<file path="config.mk">
export PLATFORM = sky130hd
export DESIGN_NAME = debounced_toggle_bank
export DESIGN_NICKNAME = d
export VERILOG_FILES = /design/src/rtl/debounced_toggle_bank.sv
export SDC_FILE = /design/constraint.sdc
export NUM_CORES = 1
export LEC_CHECK = 0
export BUFFER_PORTS_ARGS = -buffer_cell sky130_fd_sc_hd__buf_4
export CAP_MARGIN = 20
export CELL_PAD_IN_SITES_DETAIL_PLACEMENT = 0
export CELL_PAD_IN_SITES_GLOBAL_PLACEMENT = 2
export CORE_UTILIZATION = 30
export DETAILED_ROUTE_END_ITERATION = 7
export GPL_TIMING_DRIVEN = 0
export HOLD_SLACK_MARGIN = 0.06
export PLACE_DENSITY_LB_ADDON = 0.1
export SKIP_CTS_REPAIR_TIMING = 1
export SLEW_MARGIN = 20
export SYNTH_ARGS = -nofsm -noshare
export SYNTH_HDL_FRONTEND = slang
export SYNTH_SLANG_ARGS = --single-unit
</file>
<file path="constraint.sdc">
create_clock -name clk -period 3.6 [get_ports clk]
set_input_delay 0.72 -clock clk [delete_from_list [all_inputs] [get_ports clk]]
set_output_delay 0.72 -clock clk [all_outputs]
set_load 0.01 [all_outputs]
</file>
<file path="src/rtl/debounced_toggle_bank.sv">
// Per-channel button front end: 2-flop sync, debounce, short/long press FSM, toggle register.
// A short press toggles the channel on release, a long press forces it off; mode selects momentary output.
module debounced_toggle_bank #(
  parameter int CHANNELS        = 4,
  parameter int DEBOUNCE_CYCLES = 16,
  parameter int HOLD_CYCLES     = 1000
) (
  input  logic                clk,
  input  logic                rst,
  input  logic [CHANNELS-1:0] btn,
  input  logic [CHANNELS-1:0] mode,
  input  logic                clr,
  output logic [CHANNELS-1:0] led,
  output logic [CHANNELS-1:0] short_pulse,
  output logic [CHANNELS-1:0] long_pulse
);

  localparam int DW = $clog2(DEBOUNCE_CYCLES + 1);
  localparam int HW = $clog2(HOLD_CYCLES);
  localparam logic [DW-1:0] DB_LAST   = DW'(DEBOUNCE_CYCLES - 1);
  localparam logic [HW-1:0] HOLD_LAST = HW'(HOLD_CYCLES - 1);

  typedef enum logic [1:0] {IDLE, PRESSED, HELD} state_t;

  logic [CHANNELS-1:0] s1, s2, stable, toggle;
  logic [DW-1:0]       db_cnt   [CHANNELS];
  logic [HW-1:0]       hold_cnt [CHANNELS];
  state_t              state    [CHANNELS];

  always_ff @(posedge clk or posedge rst) begin
    if (rst) begin
      s1 <= '0;
      s2 <= '0;
    end else begin
      s1 <= btn;
      s2 <= s1;
    end
  end

  always_ff @(posedge clk or posedge rst) begin
    if (rst) begin
      stable      <= '0;
      toggle      <= '0;
      short_pulse <= '0;
      long_pulse  <= '0;
      for (int i = 0; i < CHANNELS; i++) begin
        db_cnt[i]   <= '0;
        hold_cnt[i] <= '0;
        state[i]    <= IDLE;
      end
    end else begin
      for (int i = 0; i < CHANNELS; i++) begin
        short_pulse[i] <= 1'b0;
        long_pulse[i]  <= 1'b0;

        // Any agreeing sample restarts the count, so only an unbroken run flips the level.
        if (s2[i] == stable[i]) begin
          db_cnt[i] <= '0;
        end else if (db_cnt[i] == DB_LAST) begin
          stable[i] <= s2[i];
          db_cnt[i] <= '0;
        end else begin
          db_cnt[i] <= db_cnt[i] + DW'(1);
        end

        case (state[i])
          IDLE: begin
            if (stable[i]) begin
              state[i]    <= PRESSED;
              hold_cnt[i] <= '0;
            end
          end
          PRESSED: begin
            if (!stable[i]) begin
              state[i]       <= IDLE;
              toggle[i]      <= ~toggle[i];
              short_pulse[i] <= 1'b1;
            end else if (hold_cnt[i] == HOLD_LAST) begin
              state[i]      <= HELD;
              toggle[i]     <= 1'b0;
              long_pulse[i] <= 1'b1;
            end else begin
              hold_cnt[i] <= hold_cnt[i] + HW'(1);
            end
          end
          HELD: begin
            if (!stable[i]) state[i] <= IDLE;
          end
          default: state[i] <= IDLE;
        endcase

        // Clear wins over a same-edge toggle; pulses above are unaffected.
        if (clr) toggle[i] <= 1'b0;
      end
    end
  end

  assign led = (mode & stable) | (~mode & toggle);

endmodule

</file>
==> results of run 1 <==
-- cells by family (layout without fill, tap and decap cells) --
logic type	Yosys count	after routing	share of synthesized area
compound gates	63	63	0.0985
fa+ha+maj	8	8	0.0242
mux	12	12	0.0329
simple gates	169	169	0.220
buf+inv	19	58	0.0175
flops	92	92	0.556
xor+xnor	24	24	0.0508
-- cell type report --
cell class | count | area [um^2]
Buffer | 7 | 27.5
Clock buffer | 11 | 233
Clock inverter | 5 | 100
Fill cell | 1383 | 8460
Inverter | 12 | 50.0
Multi-Input combinational cell | 276 | 1770
Sequential cell | 92 | 2300
Tap cell | 176 | 220
Timing Repair Buffer | 23 | 193
-- worst paths after layout --
path,startpoint,endpoint,slack [ns],depth (start not counted)
hold / removal,s1[0],s2[0],0.35,0
setup reg to reg,hold_cnt[10],hold_cnt[10],1.75,5
min in group asynchronous,rst,short_pulse[2],0.36,2
max in group asynchronous,rst,s2[0],2.65,3
setup / recovery,stable[2],led[2],1.55,3
hold reg to reg,s1[0],s2[0],0.35,0
-- worst reg2reg max path, cell delays in order (launching register included) --
cell	delay (ns)
sky130_fd_sc_hd__dfrtp_1	0.39
sky130_fd_sc_hd__ha_1	0.28
sky130_fd_sc_hd__nand4b_1	0.11
sky130_fd_sc_hd__or4_4	0.48
sky130_fd_sc_hd__and2_4	0.19
sky130_fd_sc_hd__mux2_4	0.29
-- metal layers --
metal / GRT usage / up-vias / share of wire
li1: - / 1441 / -
met1: 0.178 / 1394 / 0.52
met2: 0.191 / 28 / 0.43
met3: 0.0278 / 14 / 0.027
met4: 0.0734 / 0 / 0.027
met5: 0 / - / 0
-- placed cells by master (no fill, tap or decap), drive strengths merged, types with 3 or more instances in the layout --
cell type / n
nor3: 12
mux2: 10
o31ai: 5
buf: 24
nor2: 40
o21ai: 23
nand4: 4
nand2b: 9
a21oi: 13
nor4: 7
or3: 3
and2: 9
nand2: 25
inv: 12
dfrtp: 92
bufinv: 3
and3: 9
xor2: 15
nor2b: 7
and2b: 3
clkbuf: 17
ha: 8
nand4b: 5
xnor2: 9
a311oi: 4
nand3: 26
-- report_power, final --
part / switching, mW / internal (mW) / total (mW)
Clock: 0.394 / 0.677 / 1.07
Sequential: 0.00977 / 1.05 / 1.06
Combinational: 0.0350 / 0.0223 / 0.0573
Total: 0.439 / 1.75 / 2.19
-- state kept, by name, summed over array words and instances (netlist names) --
signal       count
db_cnt          20
hold_cnt        40
long_pulse       4
s1               4
s2               4
short_pulse      4
stable           4
state            8
toggle           4
-- metrics by stage --
| step | instance area [um^2] | setup TNS [ns] | hold slack [ns] | setup WS (ns) | cells |
|---|---|---|---|---|---|
| 3_3_place_gp | 4530 | -82.99 | 0.337 | -0.908 | 585 |
| 5_1_grt | 4890 | 0 | 0.357 | 1.46 | 602 |
| 4_1_cts | 4890 | 0 | 0.354 | 1.51 | 602 |
| 2_1_floorplan | 4140 | 0 | 0.331 | 0.488 | 387 |
| 3_5_place_dp | 4560 | 0 | 0.339 | 1.62 | 586 |
| 6_report | 4890 | 0 | 0.351 | 1.55 | 602 |
==> flow_metrics.tcl, run 1 <==
set metrics [dict create \
    critPathTopFamily "flip-flops" \
    ctsHtreeMaxLevel 3 \
    fp.coreArea_mm2 0.0133 \
    design.final.nets 440 \
    tightestPinTransition_ns 0.615 \
    drt_wl_total_mm 8.17 \
    vdd_ir_drop_max_mv 0.186 \
    grt_overflow_total 0 \
    ant_nets 0 \
    final_core_utilization 0.366 \
    drive_gt1_frac 0.141 \
    vias 2877 \
    worst_ep_arrival_time_ns 1.33 \
    areaGrowthSynthToFinish_pct 18.1 \
    clk_pin_slew_ns 0.06 \
    path_cells "clkbuf_1 -> mux2_2 -> buf_4" \
    synth.most_common_cell "sky130_fd_sc_hd__dfrtp_1" \
    synth_top_cells_by_count "sky130_fd_sc_hd__dfrtp_1, sky130_fd_sc_hd__nor2_1, sky130_fd_sc_hd__nand3_1" \
    clock_tree.buffer_depth 2 \
    number_of_buffers_created_by_cts 9 \
    floorplan.die_area_mm2 0.0143 \
    numClockSinks 92 \
    floorplan.initialDensity 0.310 \
    hpwlAfterDp_mm 5.47 \
    grt_antenna_before_repair 0 \
    synthesis.yosys.warnings 0 \
    cts_tree "built" \
    viasPerCell 4.78 \
    synth_flop_cell "sky130_fd_sc_hd__dfrtp_1" \
    detail_route.iter0.violations 153 \
    rsz0062_at_grt "false" \
    grt_use_total 0.130 \
    global_route_wire_length_before_repair_mm 14.6 \
    synth_cells 387 \
    pin_count 23 \
    grt_pass1_vias 2970 \
    synthArstFlopShare 1.00 \
    end_kind "primary output" \
    cell_area_synth_mm2 0.00414 \
    finalWorstPathRequiredPeriod_ns 2.05 \
    synth.net_count 406 \
    place.port_buffers 22 \
    crit_path_max_fanout 9 \
    maxSlewViolCount 0 \
    post-layout-total-power_mw 2.19 \
    total_buffers_and_inverters_traversed_by_the_critical_path 2 \
    report.final.setup_viol 0 \
    cp_slowest_cell "sky130_fd_sc_hd__dfrtp_1" \
    synth_edf_count 0 \
    ys_ff_latch 92 \
    worstSkewPairLatency_ns 0.35 \
    die_x_um 119 \
    synth_top_area_frac 0.556 \
    chipHeight_um 119 \
    slew-limit-headroom 0.587 \
    firstDrtPassIters 4 \
    power_leakage_nw 2.25 \
    netlist.top_cell.by_area "sky130_fd_sc_hd__dfrtp_1" \
    clockRootBuffer "sky130_fd_sc_hd__clkbuf_16" \
    synth_area_per_cell_um2 10.7 \
    min_path_type "reg2reg" \
    netlist_top_cells_area "sky130_fd_sc_hd__dfrtp_1, sky130_fd_sc_hd__nor2_1, sky130_fd_sc_hd__xor2_1" \
    max_freq_ghz 0.487 \
    worstSetupStartpointType "flop" \
    grt_max_degree 57 \
    timing.final.crit_share 0.570 \
    cell_row_count 42 \
    hold_violations 0 \
    outcome "completed" \
    route.detailed.drc 0 \
    route.detailed.wl_per_inst_um 13.6 \
    yosys.cell_types.count 56 \
    cap_viol_max_count 0 \
    timing.clock.skew_ns 0.00759 \
    path_class "reg2out" \
    diodes 0 \
    critical_path.max_stage_delay_ns 0.35 \
    p_per_area_mw_per_mm2 447 \
    cp.required_ns 2.88 \
    share_of_synthesized_area_occupied_by_flip_flops_and_latches 0.556 \
    globalplace.congestion 0.709 \
]
(Power assumes the default switching activity.)
==> run 2: changes to the inputs <==
==> constraint.sdc (replaced) <==
create_clock -name clk -period 1.9 [get_ports clk]
set_input_delay 0.38 -clock clk [delete_from_list [all_inputs] [get_ports clk]]
set_output_delay 0.38 -clock clk [all_outputs]
set_load 0.01 [all_outputs]
==> flow_metrics.tcl, run 2 (synthesized netlist as in run 1, its figures left out) <==
set metrics [dict create \
    outcome "completed" \
    largest_registers "hold_cnt x40, db_cnt x20, state x8" \
    drive_gt1_frac 0.149 \
    largest_register_ffs 40 \
    drt_wl_total_mm 8.14 \
    grt_max_degree 31 \
    hold_violations 0 \
    clockRootBuffer "sky130_fd_sc_hd__clkbuf_16" \
    maxSlewViolCount 0 \
    vias 2888 \
    timing.clock.skew_ns 0.00600 \
    global_route_wire_length_before_repair_mm 14.0 \
    power_frac_seq 0.508 \
    clock_tree.buffer_depth 2 \
    globalplace.congestion 0.689 \
    firstDrtPassIters 5 \
    finalWorstPathRequiredPeriod_ns 1.81 \
    timing.final.crit_share 0.955 \
    holdWs_ns 0.141 \
    number_of_buffers_created_by_cts 9 \
    grt_pass1_vias 2837 \
    p_int_mw 3.13 \
    grt_use_total 0.125 \
    final_core_utilization 0.368 \
    worstSetupStartpointType "flop" \
    max_freq_ghz 0.551 \
    worst_ep_arrival_time_ns 2.05 \
    viasPerCell 4.77 \
    most-common-layout-cells "sky130_fd_sc_hd__dfrtp_1, sky130_fd_sc_hd__nor2_1, sky130_fd_sc_hd__nand3_1, sky130_fd_sc_hd__nand2_1, sky130_fd_sc_hd__o21ai_0" \
    power_switching_mw 0.827 \
    design.final.nets 443 \
    rsz0062_at_grt "false" \
    floorplan.die_area_mm2 0.0143 \
    vdd_ir_drop_max_mv 0.334 \
    diodes 0 \
    slew-limit-headroom 0.604 \
    areaGrowthSynthToFinish_pct 18.5 \
    most_common_cell_after_layout_fill_and_taps_aside "sky130_fd_sc_hd__dfrtp_1" \
    min_path_type "in2reg" \
    finalSetupTns_ns 0 \
    ctsHtreeMaxLevel 3 \
    worstSkewPairLatency_ns 0.34 \
    grt_antenna_before_repair 0 \
    path_class "reg2reg" \
    report.final.setup_viol 0 \
    numClockSinks 92 \
    tightestPinTransition_ns 0.590 \
    fp.coreArea_mm2 0.0133 \
    power_leakage_nw 2.24 \
    comb_power_share 0.030 \
    chipHeight_um 119 \
    pin_count 23 \
    cp.required_ns 2.13 \
    cap_viol_max_count 0 \
    cell_row_count 42 \
    ant_nets 0 \
    post-layout-total-power_mw 3.95 \
    route.detailed.wl_per_inst_um 13.5 \
    floorplan.initialDensity 0.310 \
    max_flop_register "hold_cnt" \
    die_x_um 119 \
    route.detailed.drc 0 \
    finalWorstSetupSlack_ns 0.0854 \
    place.port_buffers 22 \
    crit_path_max_fanout 7 \
    p_clk_frac 0.462 \
    placement.setup.worst_slack_ns 0.0842 \
    end_kind "flop" \
    cts_tree "built" \
    detail_route.iter0.violations 95 \
    p_per_area_mw_per_mm2 806 \
    grt_overflow_total 0 \
    power_switching_share 0.209 \
    hpwlAfterDp_mm 5.71 \
    clk_pin_slew_ns 0.06 \
]
[run 2: cell types whose count changed in the layout (fill, tap and decap cells not counted)]
cell,change
sky130_fd_sc_hd__inv_6,-1
sky130_fd_sc_hd__buf_16,-1
sky130_fd_sc_hd__clkbuf_8,+2
sky130_fd_sc_hd__bufinv_16,-2
sky130_fd_sc_hd__clkinvlp_4,+2
sky130_fd_sc_hd__ha_2,+1
sky130_fd_sc_hd__buf_12,+3
sky130_fd_sc_hd__ha_1,-1
sky130_fd_sc_hd__clkbuf_1,-1
sky130_fd_sc_hd__dlygate4sd3_1,+1
[run 2: critical path, cell delays in order (launching register included)]
cell and delay [ns]:
sky130_fd_sc_hd__dfrtp_1 0.41, sky130_fd_sc_hd__ha_1 0.21, sky130_fd_sc_hd__nand2_1 0.11, sky130_fd_sc_hd__nor4_4 0.40
sky130_fd_sc_hd__mux2_2 0.39, sky130_fd_sc_hd__a22o_1 0.18
[run 2: power groups by stage]
stage                     Clock (mW)  Combinational (mW)  Sequential [mW]
after floorplan                    0              0.0664             2.04
after global placement             0               0.108             2.04
after detailed placement           0               0.124             2.04
after CTS                       1.92               0.124             2.01
after global routing            1.98               0.141             2.01
final                           1.83               0.118             2.01
[run 2: worst paths after layout]
check / startpoint / to / slack [ns] / cells after the start
max: hold_cnt[20] / hold_cnt[20] / 0.09 / 5
min: btn[1] / s1[1] / 0.14 / 1
max reg2reg: hold_cnt[20] / hold_cnt[20] / 0.09 / 5
min reg2reg: s1[3] / s2[3] / 0.35 / 0
max in group asynchronous: rst / hold_cnt[35] / 0.49 / 6
min in group asynchronous: rst / hold_cnt[15] / 0.54 / 3
[run 2: per-stage QoR]
stage / std cells / instance area [um^2]
5_1_grt: 605 / 4910
4_1_cts: 604 / 4890
2_1_floorplan: 387 / 4140
3_3_place_gp: 585 / 4530
3_5_place_dp: 588 / 4590
6_report: 605 / 4910
[run 2: metal layers]
metal	track usage	vias up	part of all wire
li1	-	1444	-
met1	0.169	1411	0.51
met2	0.187	22	0.45
met3	0.0263	11	0.022
met4	0.0703	0	0.023
met5	0	-	0
[run 2: cell type report]
| class | count | area (um^2) |
|---|---|---|
| timing repair buffer | 26 | 235 |
| inverter | 12 | 48.8 |
| sequential | 92 | 2300 |
| tap | 176 | 220 |
| buffer | 7 | 27.5 |
| fill | 1367 | 8440 |
| clock buffer | 12 | 256 |
| multi-input combinational | 276 | 1770 |
| clock inverter | 4 | 47.5 |
==> run 3: changes to the inputs <==
--- a/config.mk
+++ b/config.mk
@@ -10,6 +10,7 @@
 export CELL_PAD_IN_SITES_DETAIL_PLACEMENT = 0
 export CELL_PAD_IN_SITES_GLOBAL_PLACEMENT = 2
 export CORE_UTILIZATION = 30
+export CTS_BUF_LIST = sky130_fd_sc_hd__clkbuf_8 sky130_fd_sc_hd__clkbuf_16
 export DETAILED_ROUTE_END_ITERATION = 7
 export GPL_TIMING_DRIVEN = 0
 export HOLD_SLACK_MARGIN = 0.06
==> flow_metrics.tcl, run 3 (synthesized netlist as in run 1, its figures left out) <==
set metrics [dict create \
    outcome "completed" \
    chipHeight_um 119 \
    viasPerCell 4.78 \
    largest_register_ffs 40 \
    cp.required_ns 2.13 \
    hpwlAfterDp_mm 5.71 \
    grt_overflow_total 0 \
    p_int_mw 3.12 \
    global_route_wire_length_before_repair_mm 14.0 \
    design.final.nets 443 \
    detail_route.iter0.violations 95 \
    crit_path_max_fanout 7 \
    gr-usage-met1 0.169 \
    vias 2891 \
    firstDrtPassIters 4 \
    clockRootBuffer "sky130_fd_sc_hd__clkbuf_16" \
    clock_tree.buffer_depth 2 \
    place.detailed.instances 588 \
    drive_gt1_frac 0.149 \
    globalplace.congestion 0.689 \
    fp.coreArea_mm2 0.0133 \
    most_common_cell_after_layout_fill_and_taps_aside "sky130_fd_sc_hd__dfrtp_1" \
    power_switching_share 0.210 \
    slew-limit-headroom 0.604 \
    finalWorstSetupSlack_ns 0.0864 \
    nFillCells 1367 \
    comb_power_share 0.030 \
    post-layout-total-power_mw 3.95 \
    grt_busiest_layer "met2" \
    areaGrowthSynthToFinish_pct 18.5 \
    final-instance-count-excl-fill 605 \
    timing.clock.skew_ns 0.00600 \
    floorplan.initialDensity 0.310 \
    finalWorstPathRequiredPeriod_ns 1.81 \
    numClockSinks 92 \
    route.detailed.wl_per_inst_um 13.5 \
    report.final.setup_viol 0 \
    worstSkewPairLatency_ns 0.34 \
    grt.met3_usage 0.0263 \
    timing.final.crit_share 0.955 \
    power_frac_seq 0.508 \
    power_switching_mw 0.828 \
    floorplan.die_area_mm2 0.0143 \
    ctsHtreeMaxLevel 3 \
    groute.layer.met2.usage 0.187 \
    cell_row_count 42 \
    pin_count 23 \
    number_of_buffers_created_by_cts 9 \
    cap_viol_max_count 0 \
    grt_pass1_vias 2837 \
    min_path_type "in2reg" \
    p_clk_frac 0.462 \
    drt_wl_total_mm 8.14 \
    worstSetupStartpointType "flop" \
    worst-r2r-setup-slack_ns 0.09 \
    tightestPinTransition_ns 0.590 \
    end_kind "flop" \
    route.detailed.drc 0 \
    max_freq_ghz 0.551 \
    diodes 0 \
    placement.setup.worst_slack_ns 0.0842 \
    final_core_utilization 0.368 \
    place.port_buffers 22 \
    clk_pin_slew_ns 0.06 \
    max_flop_register "hold_cnt" \
    vdd_ir_drop_max_mv 0.334 \
    grt_antenna_before_repair 0 \
    grt_max_degree 31 \
    ant_nets 0 \
    final-seq-area_mm2 0.00230 \
    finalSetupTns_ns 0 \
    worst_ep_arrival_time_ns 2.05 \
    hold_violations 0 \
    largest_registers "hold_cnt x40, db_cnt x20, state x8" \
    grt_use_total 0.125 \
    rsz0062_at_grt "false" \
    most-common-layout-cells "sky130_fd_sc_hd__dfrtp_1, sky130_fd_sc_hd__nor2_1, sky130_fd_sc_hd__nand3_1, sky130_fd_sc_hd__nand2_1, sky130_fd_sc_hd__o21ai_0" \
    power_leakage_nw 2.25 \
    cts_tree "built" \
    p_per_area_mw_per_mm2 805 \
    path_class "reg2reg" \
    maxSlewViolCount 0 \
    multi_input_comb_area_mm2 0.00177 \
    die_x_um 119 \
]
## run 3: changes by cell type in the layout (fill, tap and decap cells not counted)
cell / delta
sky130_fd_sc_hd__clkbuf_1: -1
sky130_fd_sc_hd__inv_1: +1
## run 3: area by class of cell
class                      count  area share
clock inverter                 5      0.0105
buffer                         7     0.00561
clock buffer                  11      0.0515
tap                          176      0.0449
multi-input combinational    276       0.360
inverter                      12     0.00995
sequential                    92       0.469
timing repair buffer          26      0.0479
## run 3: worst paths after layout
kind / start / end / cells after the start
min in group asynchronous: rst / hold_cnt[15] / 3
max reg2reg: hold_cnt[20] / hold_cnt[20] / 5
max: hold_cnt[20] / hold_cnt[20] / 5
min: btn[1] / s1[1] / 1
max in group asynchronous: rst / hold_cnt[35] / 6
min reg2reg: s1[3] / s2[3] / 0
## run 3: per-stage QoR
| step | hold WS [ns] | instance area [um^2] |
|---|---|---|
| after floorplan | 0.331 | 4140 |
| after global placement | 0.336 | 4530 |
| after detailed placement | 0.335 | 4590 |
| after CTS | -0.0225 | 4890 |
| after global routing | 0.127 | 4910 |
| final | 0.141 | 4910 |
## run 3: metal layers
| metal | part of all wire | vias to the layer above | wire length [um] |
|---|---|---|---|
| met4 | 0.023 | 0 | 190 |
| met5 | 0 | - | 0 |
| li1 | - | 1444 | - |
| met1 | 0.51 | 1411 | 4110 |
| met3 | 0.023 | 11 | 184 |
| met2 | 0.45 | 25 | 3650 |
## run 3: critical path, cell delays in order (launching register included)
cell                      delay [ns]
sky130_fd_sc_hd__dfrtp_1        0.41
sky130_fd_sc_hd__ha_1           0.21
sky130_fd_sc_hd__nand2_1        0.11
sky130_fd_sc_hd__nor4_4         0.40
sky130_fd_sc_hd__mux2_2         0.39
sky130_fd_sc_hd__a22o_1         0.18
## run 3: power groups by stage
stage               clock network, mW  logic [mW]  registers (mW)
finish                           1.82       0.118            2.01
CTS                              1.91       0.124            2.01
floorplan                           0      0.0664            2.04
global route                     1.97       0.141            2.01
global placement                    0       0.108            2.04
detailed placement                  0       0.124            2.04
